**src/rtl/parametric_count_connected_core_pkg.sv**
```systemverilog
// Shared definitions for the connected-component counter: FSM states,
// graph width derivation and the subset/superset neighbour helpers used
// by the monotonizing networks.
package parametric_count_connected_core_pkg;

  typedef enum logic [1:0] {
    IDLE   = 2'd0,
    SEED   = 2'd1,
    EXPAND = 2'd2,
    OUTPUT = 2'd3
  } state_t;

  // Network direction: UP closes a set towards supersets, DOWN towards subsets.
  localparam bit DIR_UP   = 1'b0;
  localparam bit DIR_DOWN = 1'b1;

  // One graph bit per subset of the variables.
  function automatic int graphBitsOf(input int variables);
    return 1 << variables;
  endfunction

  // Index k with variable v removed: a subset of k (equals k when v is absent).
  function automatic int subsetNeighbour(input int k, input int v);
    return k & ~(1 << v);
  endfunction

  // Index k with variable v added: a superset of k (equals k when v is present).
  function automatic int supersetNeighbour(input int k, input int v);
    return k | (1 << v);
  endfunction

endpackage

```
**src/rtl/parametric_count_connected_core_monotonize.sv**
```systemverilog
// Monotone closure of a set-indexed bit vector over the subset lattice.
// UP:   y[k] = OR of x[j] over all subsets j of k.
// DOWN: y[k] = OR of x[j] over all supersets j of k.
// Built as VARIABLES layers; layer v folds in the neighbour differing in
// variable v, so after all layers every chain of single-variable steps is
// covered. Purely combinational.
module monotonizeNetwork
  import parametric_count_connected_core_pkg::*;
#(
  parameter int VARIABLES = 7,
  parameter bit DIRECTION = DIR_UP,
  localparam int GRAPH_BITS = graphBitsOf(VARIABLES)
) (
  input  logic [GRAPH_BITS-1:0] x,
  output logic [GRAPH_BITS-1:0] y
);

  logic [VARIABLES:0][GRAPH_BITS-1:0] stage;

  assign stage[0] = x;

  for (genvar v = 0; v < VARIABLES; v++) begin : gLayer
    for (genvar k = 0; k < GRAPH_BITS; k++) begin : gBit
      localparam int P = (DIRECTION == DIR_UP) ? subsetNeighbour(k, v)
                                               : supersetNeighbour(k, v);
      if (P != k) begin : gFold
        assign stage[v+1][k] = stage[v][k] | stage[v][P];
      end else begin : gPass
        assign stage[v+1][k] = stage[v][k];
      end
    end
  end

  assign y = stage[VARIABLES];

endmodule

```
**src/rtl/parametric_count_connected_core.sv**
```systemverilog
// Counts connected components of a set-indexed graph. Two present subsets
// are adjacent when some member of the bound topIn contains both. Each
// component is found by seeding from the lowest remaining subset and
// expanding one frontier step per cycle until it stops growing.
module parametric_count_connected_core
  import parametric_count_connected_core_pkg::*;
#(
  parameter int VARIABLES        = 7,
  parameter int COUNT_WIDTH      = 6,
  parameter int EXTRA_DATA_WIDTH = 10,
  localparam int GRAPH_BITS      = graphBitsOf(VARIABLES)
) (
  input  logic                        clk,
  input  logic                        rstn,
  input  logic [GRAPH_BITS-1:0]       graphIn,
  input  logic [GRAPH_BITS-1:0]       topIn,
  input  logic [EXTRA_DATA_WIDTH-1:0] extraDataIn,
  input  logic                        inValid,
  output logic                        inReady,
  output logic                        outValid,
  input  logic                        outReady,
  output logic [COUNT_WIDTH-1:0]      connectCountOut,
  output logic                        overflowOut,
  output logic [EXTRA_DATA_WIDTH-1:0] extraDataOut,
  output logic                        busy
);

  state_t                        state;
  logic [GRAPH_BITS-1:0]         leftNodes;   // subsets not yet assigned to a component
  logic [GRAPH_BITS-1:0]         compNodes;   // component currently being grown
  logic [GRAPH_BITS-1:0]         topBound;
  logic [EXTRA_DATA_WIDTH-1:0]   tag;
  logic [COUNT_WIDTH-1:0]        count;
  logic                          overflow;

  logic [GRAPH_BITS-1:0]         seedBit;
  logic [GRAPH_BITS-1:0]         upClosure;
  logic [GRAPH_BITS-1:0]         downClosure;
  logic [GRAPH_BITS-1:0]         newNodes;
  logic [GRAPH_BITS-1:0]         remaining;
  logic [COUNT_WIDTH:0]          countNext;

  // Count step that sticks at all-ones and flags the increment it dropped.
  function automatic logic [COUNT_WIDTH:0] satIncrement(
    input logic [COUNT_WIDTH-1:0] cnt,
    input logic                   ovf
  );
    if (&cnt) return {1'b1, cnt};
    return {ovf, cnt + COUNT_WIDTH'(1)};
  endfunction

  // Isolates the lowest set bit (two's-complement trick).
  function automatic logic [GRAPH_BITS-1:0] lowestSetBit(
    input logic [GRAPH_BITS-1:0] vec
  );
    return vec & (~vec + GRAPH_BITS'(1));
  endfunction

  // Frontier: remaining subsets that share a containing bound member with
  // some subset of the current component.
  monotonizeNetwork #(
    .VARIABLES (VARIABLES),
    .DIRECTION (DIR_UP)
  ) upNet (
    .x (compNodes),
    .y (upClosure)
  );

  monotonizeNetwork #(
    .VARIABLES (VARIABLES),
    .DIRECTION (DIR_DOWN)
  ) downNet (
    .x (upClosure & topBound),
    .y (downClosure)
  );

  assign seedBit   = lowestSetBit(leftNodes);
  assign newNodes  = leftNodes & downClosure;
  assign remaining = leftNodes & ~newNodes;
  assign countNext = satIncrement(count, overflow);

  assign connectCountOut = count;
  assign overflowOut     = overflow;
  assign extraDataOut    = tag;

  // Job FSM with handshake flags registered alongside the state.
  always_ff @(posedge clk or negedge rstn) begin
    if (!rstn) begin
      state     <= IDLE;
      inReady   <= 1'b1;
      outValid  <= 1'b0;
      busy      <= 1'b0;
      leftNodes <= '0;
      compNodes <= '0;
      topBound  <= '0;
      tag       <= '0;
      count     <= '0;
      overflow  <= 1'b0;
    end else begin
      case (state)
        IDLE: begin
          if (inValid) begin
            leftNodes <= graphIn;
            topBound  <= topIn;
            tag       <= extraDataIn;
            count     <= '0;
            overflow  <= 1'b0;
            inReady   <= 1'b0;
            busy      <= 1'b1;
            if (graphIn == '0) begin
              state    <= OUTPUT;
              outValid <= 1'b1;
            end else begin
              state    <= SEED;
            end
          end
        end
        SEED: begin
          compNodes           <= seedBit;
          leftNodes           <= leftNodes & ~seedBit;
          {overflow, count}   <= countNext;
          state               <= EXPAND;
        end
        EXPAND: begin
          if (newNodes != '0) begin
            compNodes <= compNodes | newNodes;
            leftNodes <= remaining;
            // Nothing left to seed: finish without a final empty expansion.
            if (remaining == '0) begin
              state    <= OUTPUT;
              outValid <= 1'b1;
            end
          end else if (leftNodes == '0) begin
            state    <= OUTPUT;
            outValid <= 1'b1;
          end else begin
            state    <= SEED;
          end
        end
        OUTPUT: begin
          if (outReady) begin
            state    <= IDLE;
            outValid <= 1'b0;
            busy     <= 1'b0;
            inReady  <= 1'b1;
          end
        end
        default: begin
          state    <= IDLE;
          outValid <= 1'b0;
          busy     <= 1'b0;
          inReady  <= 1'b1;
        end
      endcase
    end
  end

endmodule
```
**config.mk**
```make
export PLATFORM = sky130hd
export DESIGN_NAME = parametric_count_connected_core
export DESIGN_NICKNAME = d
export VERILOG_FILES = /design/src/rtl/parametric_count_connected_core_pkg.sv /design/src/rtl/parametric_count_connected_core_monotonize.sv /design/src/rtl/parametric_count_connected_core.sv
export SDC_FILE = /design/constraint.sdc
export NUM_CORES = 2
export LEC_CHECK = 0
export CORE_MARGIN = 5
export CORE_UTILIZATION = 39
export CTS_CLUSTER_SIZE = 40
export DETAILED_ROUTE_END_ITERATION = 6
export GPL_TIMING_DRIVEN = 1
export PLACE_DENSITY = 0.68
export RECOVER_POWER = 25
export SLEW_MARGIN = 20
export SYNTH_ARGS = -nofsm -noshare
export SYNTH_HDL_FRONTEND = slang
export SYNTH_SLANG_ARGS = --single-unit
```
**constraint.sdc**
```tcl
create_clock -name clk -period 6.65 [get_ports clk]
set_input_delay 1.995 -clock clk [delete_from_list [all_inputs] [get_ports clk]]
set_output_delay 1.995 -clock clk [all_outputs]
set_load 0.01 [all_outputs]
```
Word-level counts from Yosys, hierarchy flattened
Index checks and enable logic that the tools add are counted.

Reduce and logical (&&, ||, !) cells: 19. Muxes and demuxes: 30. Bitwise logic cells: 905. Add/subtract/negate cells: 2. Equal/unequal tests: 11.

Operators with widths (number): bitwise OR 1 bit (896); AND 128 bit (5); zero test 128 bit (3); two-way mux 128 bit (3); inverter 128 bit (3); case mux 128 bit (3 select lines) (1); case mux 128 bit (2 select lines) (1); adder 128 x 1 -> 128 bit, second input constant (1); bitwise OR 128 bit (1); nonzero test 128 bit (1); AND reduction 3 bit (5); two-way mux 7 bit (2); two-way mux 2 bit (6); case mux 6 bit (2 select lines) (1); AND reduction 6 bit (2); two-way mux 1 bit (10); inequality test 2 bit, second input constant (5); inequality test 3 bit, second input constant (3); case mux 2 bit (4 select lines) (1); adder 6 x 1 -> 6 bit, second input constant (1); two-way mux 6 bit (1); case mux 1 bit (2 select lines) (3); nonzero test 2 bit (3); nonzero test 3 bit (2); other kinds (5) (7).

Word-level logic and storage cells: 977. Input bits: 270. Register bits after elaboration: 406.

Depth between registers and ports, before layout
Word-level depth: 22. Mapped depth: 21.

Cells and area by module
From an unflattened synthesis, not the netlist that was laid out.

Cells, all modules: 3072. Area, all modules: 25806.0 um2.

By module, submodules not included: parametric_count_connected_core (seq. area each 10161.0 um2, area each 22290.1 um2, cells each 2456, times used 1); monotonizeNetwork (downNet) (seq. area each 0.0 um2, area each 1778.0 um2, cells each 310, times used 1); monotonizeNetwork (upNet) (seq. area each 0.0 um2, area each 1737.9 um2, cells each 306, times used 1).

Least setup slack after synthesis
OpenSTA, ideal clock, no wires.

Path type: register -> register. From: register compNodes[48]. To: register outValid. Arrival time: 5.015 ns. Data required time: 6.525 ns. Period minus slack after synthesis: 5.140 ns. Setup slack: 1.510 ns. Buffers on the path: 2. Library setup time: 0.125 ns. Cell stages (with the launch flop): 16. Cells stage by stage: dfrtp_1 > buf_6 > nor4_4 > nand4_1 > o41ai_4 > o211ai_4 > or4b_1 > or3_1 > a211o_1 > or4b_1 > nor3_2 > nand4_2 > or3_1 > buf_2 > o211a_1 > mux2_4.

Cells in the longest elaborated chain, start to end: 21.

Ends and longest elaborated chain: start: declaration (line parametric_count_connected_core.sv:30) `logic [GRAPH_BITS-1:0] compNodes;`; start signal: assignment (line parametric_count_connected_core.sv:119) `compNodes <= seedBit;`; start signal: assignment (line parametric_count_connected_core.sv:126) `compNodes <= compNodes | newNodes;`; bitwise OR 1 bit (7 in a row) (line parametric_count_connected_core_monotonize.sv:27) `assign stage[v+1][k] = stage[v][k] | stage[v][P];`; AND 128 bit (*) (line parametric_count_connected_core.sv:73) `.x (upClosure & topBound),`; bitwise OR 1 bit (7 in a row) (line parametric_count_connected_core_monotonize.sv:27); AND 128 bit (*) (line parametric_count_connected_core.sv:78) `assign newNodes = leftNodes & downClosure;`; inverter 128 bit (line parametric_count_connected_core.sv:79) `assign remaining = leftNodes & ~newNodes;`; AND 128 bit (line parametric_count_connected_core.sv:79); zero test 128 bit (line parametric_count_connected_core.sv:129) `if (remaining == '0) begin`; inequality test 3 bit (no source line); AND reduction 6 bit (no source line); end signal: assignment (line parametric_count_connected_core.sv:91) `outValid <= 1'b0;`; end signal: assignment (line parametric_count_connected_core.sv:131) `outValid <= 1'b1;`; end signal: assignment (line parametric_count_connected_core.sv:135) `outValid <= 1'b1;`; end: declaration (line parametric_count_connected_core.sv:20) `output logic outValid,`.

Mark *: on every way between the ends. The rest lies on a longest branch, timed or not. A chain may end at the register's enable or synchronous reset.

Final worst setup path
From: register compNodes[24]. To: register leftNodes[55].

Cells in the longest elaborated chain, start to end: 19.

Ends and longest elaborated chain: bitwise OR 1 bit (7 in a row) (line parametric_count_connected_core_monotonize.sv:27); AND 128 bit (*) (line parametric_count_connected_core.sv:73); bitwise OR 1 bit (7 in a row) (line parametric_count_connected_core_monotonize.sv:27); AND 128 bit (*) (line parametric_count_connected_core.sv:78); nonzero test 128 bit (line parametric_count_connected_core.sv:125) `if (newNodes != '0) begin`; inequality test 2 bit (no source line); AND reduction 3 bit (no source line); end signal: assignment (line parametric_count_connected_core.sv:103) `leftNodes <= graphIn;`; end signal: assignment (line parametric_count_connected_core.sv:120) `leftNodes <= leftNodes & ~seedBit;`; end signal: assignment (line parametric_count_connected_core.sv:127) `leftNodes <= remaining;`; end: declaration (line parametric_count_connected_core.sv:29) `logic [GRAPH_BITS-1:0] leftNodes;`.

Mark *: on every way between the ends. The rest lies on a longest branch, timed or not. The select of a mux whose other input is x is not followed.

==> results.sh <==
export IMPL_critical_path_endpoint_type="register"
export IMPL_clkPwrFrac_pct=14.0
export IMPL_grt_max_degree=92
export IMPL_timing_reg2reg_setup_slack_ns=-0.1
export IMPL_setup_viol=38
export IMPL_ir_drop_v=0.000404
export IMPL_crit_chain="nor4_4, nand4_4, buf_4, o41ai_4, buf_4, nand2_1, o41ai_2, buf_4, o21ai_0, a211oi_1, buf_4, nand3_1, nor4_1, nand4_1, buf_4, o31ai_4, buf_12, buf_4, or3_1, a22o_1"
export IMPL_synth_cells=3032
export IMPL_initial_core_util_pct=39.4
export IMPL_violations="DRC, capacitance limit, slew limit, setup timing"
export IMPL_grt_remaining_overflow=0
export IMPL_worst_slack_ns=-0.0992
export IMPL_crit_type="register to register"
export IMPL_drt_iter0_drc=6901
export IMPL_p_switching_mw=11.1
export IMPL_cts_buffers=48
export IMPL_worstMarginPinSlew_ns=4.39
export IMPL_power_density_nw_per_um2=588
export IMPL_drive_gt1_share_pct=20.3
export IMPL_cts_path_max_buffers=3
export IMPL_r2r_start="compNodes[24]"
export IMPL_synth_edf_count=0
export IMPL_register_area_sq_um=10200
export IMPL_synth_seq_area_share_pct=39.2
export IMPL_synth_top_cell_by_area="dfrtp_1"
export IMPL_die_w_um=268
export IMPL_critPathLaunchType="register"
export IMPL_die_y_um=268
export IMPL_hold_violations=0
export IMPL_p_int_mw=9.14
export IMPL_finClkSkew_ns=0.0318
export IMPL_hold_slack_ns=0.493
export IMPL_synth_common_cells="dfrtp_1, o21ai_0, nand2_1"
export IMPL_core_area_sq_um=65900
export IMPL_netlist_area_sq_um=25900
export IMPL_grt_pass1_wl_mm=267
export IMPL_fin_setup_tns_ns=-1.27
export IMPL_critPathMaxStageDelay_ns=1.10
export IMPL_power_leakage_nw=13.9
export IMPL_antenna_found_initial=33
export IMPL_row_count=94
export IMPL_path_max_fanout=37
export IMPL_clk_pin_slew_ns=0.06
export IMPL_ant_nets=0
export IMPL_drc=7
export IMPL_synthMostInstantiatedCell="dfrtp_1"
export IMPL_layout_nets=3890
export IMPL_wirelength_mm=200
export IMPL_ys_ff_latch=406
export IMPL_pin_count=290
export IMPL_cp_arrival_ns=7.30
export IMPL_drv_slew=90
export IMPL_swShare_pct=54.8
export IMPL_syn_to_final_growth_pct=32.6
export IMPL_fp_dieArea_sq_um=71800
export IMPL_grt_pass1_vias=32100
export IMPL_vias=34200
export IMPL_place_congestion=1.24
export IMPL_synthArstFlopShare_pct=100
export IMPL_grtUsageTotal_pct=53.7
export IMPL_cts_tree="done"
export IMPL_clkSinkCount=406
export IMPL_grt_setup_unrepaired="no"
export IMPL_synth_area_leaders="dfrtp_1, mux2_2, o21ai_0, nor4_1, nand2_1"
export IMPL_period_minus_slack_ns=6.75
export IMPL_hold_path_class="register to register"
export IMPL_dpl_hpwl_mm=157
export IMPL_comb_power_share_pct=57.3
export IMPL_outcome="finished with violations"
export IMPL_required_ns=7.20
export IMPL_crit_top_cell="buf_4"
export IMPL_firstDrtPassIters=7
export IMPL_fin_crit_sh_pct=101
export IMPL_avgSynthCellArea_sq_um=8.55
export IMPL_cap_viol_max_count=1
export IMPL_slew_headroom_pct=-193
export IMPL_syn_num_nets=3308
export IMPL_synth_top_area_share_pct=39.1
export IMPL_wl_per_cell_um=44.2
export IMPL_yosysWarnings=0
export IMPL_fillerInstances=6265
export IMPL_cts_root_buf="clkbuf_16"
export IMPL_multi_input_area_sq_um=14700
export IMPL_min_from="busy"
export IMPL_cts_htree_levels=2
export IMPL_ys_flop_type="dfrtp_1"
export IMPL_synth_distinct_cells=94
export IMPL_worstSkewPairLatency_ns=0.63
export IMPL_startpoint="compNodes[24]"
export IMPL_p_seq_share_pct=28.7
export IMPL_portBuffers=289
export IMPL_slowest_stage="o41ai_2"
export IMPL_vias_per_cell=7.54
export IMPL_fmax_ghz=0.148
## critical path: cells and delay by family (launching register included)
kind / cells / cell delay, ns
flops: 1 / 0.60
simple gates: 7 / 1.92
buf+inv: 7 / 1.80
compound gates: 6 / 2.29
## placed cells by master (no fill, tap or decap), types with 21 or more instances in the layout
master | synthesis | final
nor4_1 | 180 | 170
clkbuf_16 | 0 | 49
a31oi_1 | 22 | 22
nand3_1 | 118 | 118
nor4_2 | 18 | 26
diode_2 | 0 | 24
nor2b_1 | 22 | 21
inv_1 | 122 | 122
o2bb2ai_1 | 27 | 27
a22oi_1 | 29 | 29
buf_4 | 3 | 414
a211oi_1 | 25 | 25
nor3_1 | 86 | 86
or3_1 | 23 | 23
dfrtp_1 | 405 | 405
a32oi_1 | 35 | 35
o22ai_1 | 55 | 55
nand4_1 | 115 | 115
clkdlybuf4s50_1 | 0 | 288
nor2_1 | 249 | 245
o21ai_0 | 275 | 272
a21oi_1 | 163 | 163
or4_1 | 46 | 46
nand2_1 | 273 | 269
mux2_2 | 138 | 138
a22o_1 | 40 | 40
and2_1 | 21 | 21
and3_1 | 30 | 30
## layout make-up
type                            instances  share of cell area, %
Timing Repair Buffer                  717                   18.2
Multi-Input combinational cell       2317                   42.9
Tap cell                              864                   3.14
Inverter                              124                   1.35
Antenna cell                           24                  0.175
Sequential cell                       406                   29.5
Clock buffer                           62                   3.97
Clock inverter                         22                  0.742
## cell families after synthesis
group | Yosys count | share of synthesized area (%)
compound gates | 904 | 23.5
xor+xnor | 1 | 0.0338
buf+inv | 309 | 4.76
mux | 142 | 6.16
simple gates | 1264 | 26.1
fa+ha+maj | 6 | 0.289
flops | 406 | 39.2
## power by group through the flow
stage               Clock (mW)  Sequential (mW)  Combinational [mW]
global route              2.90             5.73                11.6
detailed placement           0             5.59                10.6
global placement             0             5.60                10.6
floorplan                    0             4.44                5.66
finish                    2.83             5.79                11.6
CTS                       2.83             5.56                10.6
## timing repair
| item | in CTS | in global routing |
|---|---|---|
| setup buffers | 0 | 0 |
| cloned | 0 | 0 |
| pin swaps | 0 | 0 |
| endpoints found under the setup margin | 5 | 154 |
| resized for setup | 1 | 12 |
| hold buffers | 0 | 0 |
## per-layer routing
| metal | vias up | GRT usage (%) | part of all wire [%] | wire length (um) |
|---|---|---|---|---|
| met5 | - | 0.725 | 0.12 | 232 |
| met1 | 16400 | 62.6 | 34 | 67800 |
| li1 | 12900 | - | - | - |
| met3 | 1252 | 30.2 | 17 | 33600 |
| met2 | 3650 | 72.9 | 38 | 77000 |
| met4 | 24 | 40.5 | 11 | 21700 |
## final timing paths
check	endpoint	depth (start not counted)
worst max-delay path	leftNodes[55]	20
max in group asynchronous	topBound[2]	2
min in group asynchronous	topBound[118]	1
worst min-delay path	busy	1
worst max register to register	leftNodes[55]	20
worst min register to register	busy	1
## metrics by stage
stage | total power [mW] | setup slack (ns) | instances | area [sq um] | utilization, %
2_1_floorplan | 10.1 | 1.51 | 3032 | 25900 | -
3_3_place_gp | 16.2 | -0.0175 | 4428 | 32600 | 49.5
3_5_place_dp | 16.2 | 0.0333 | 4428 | 32600 | 49.5
4_1_cts | 19.0 | 0.0459 | 4512 | 34300 | 52.0
5_1_grt | 20.2 | 0.0164 | 4514 | 34300 | 52.1
6_report | 20.2 | -0.0992 | 4536 | 34400 | 52.2
## sequential cells by signal (all words and copies together) (netlist names)
name	count
outValid	1
connectCountOut	6
overflowOut	1
leftNodes	128
busy	1
compNodes	128
state	2
inReady	1
extraDataOut	10
topBound	128
(Power assumes the default switching activity.)
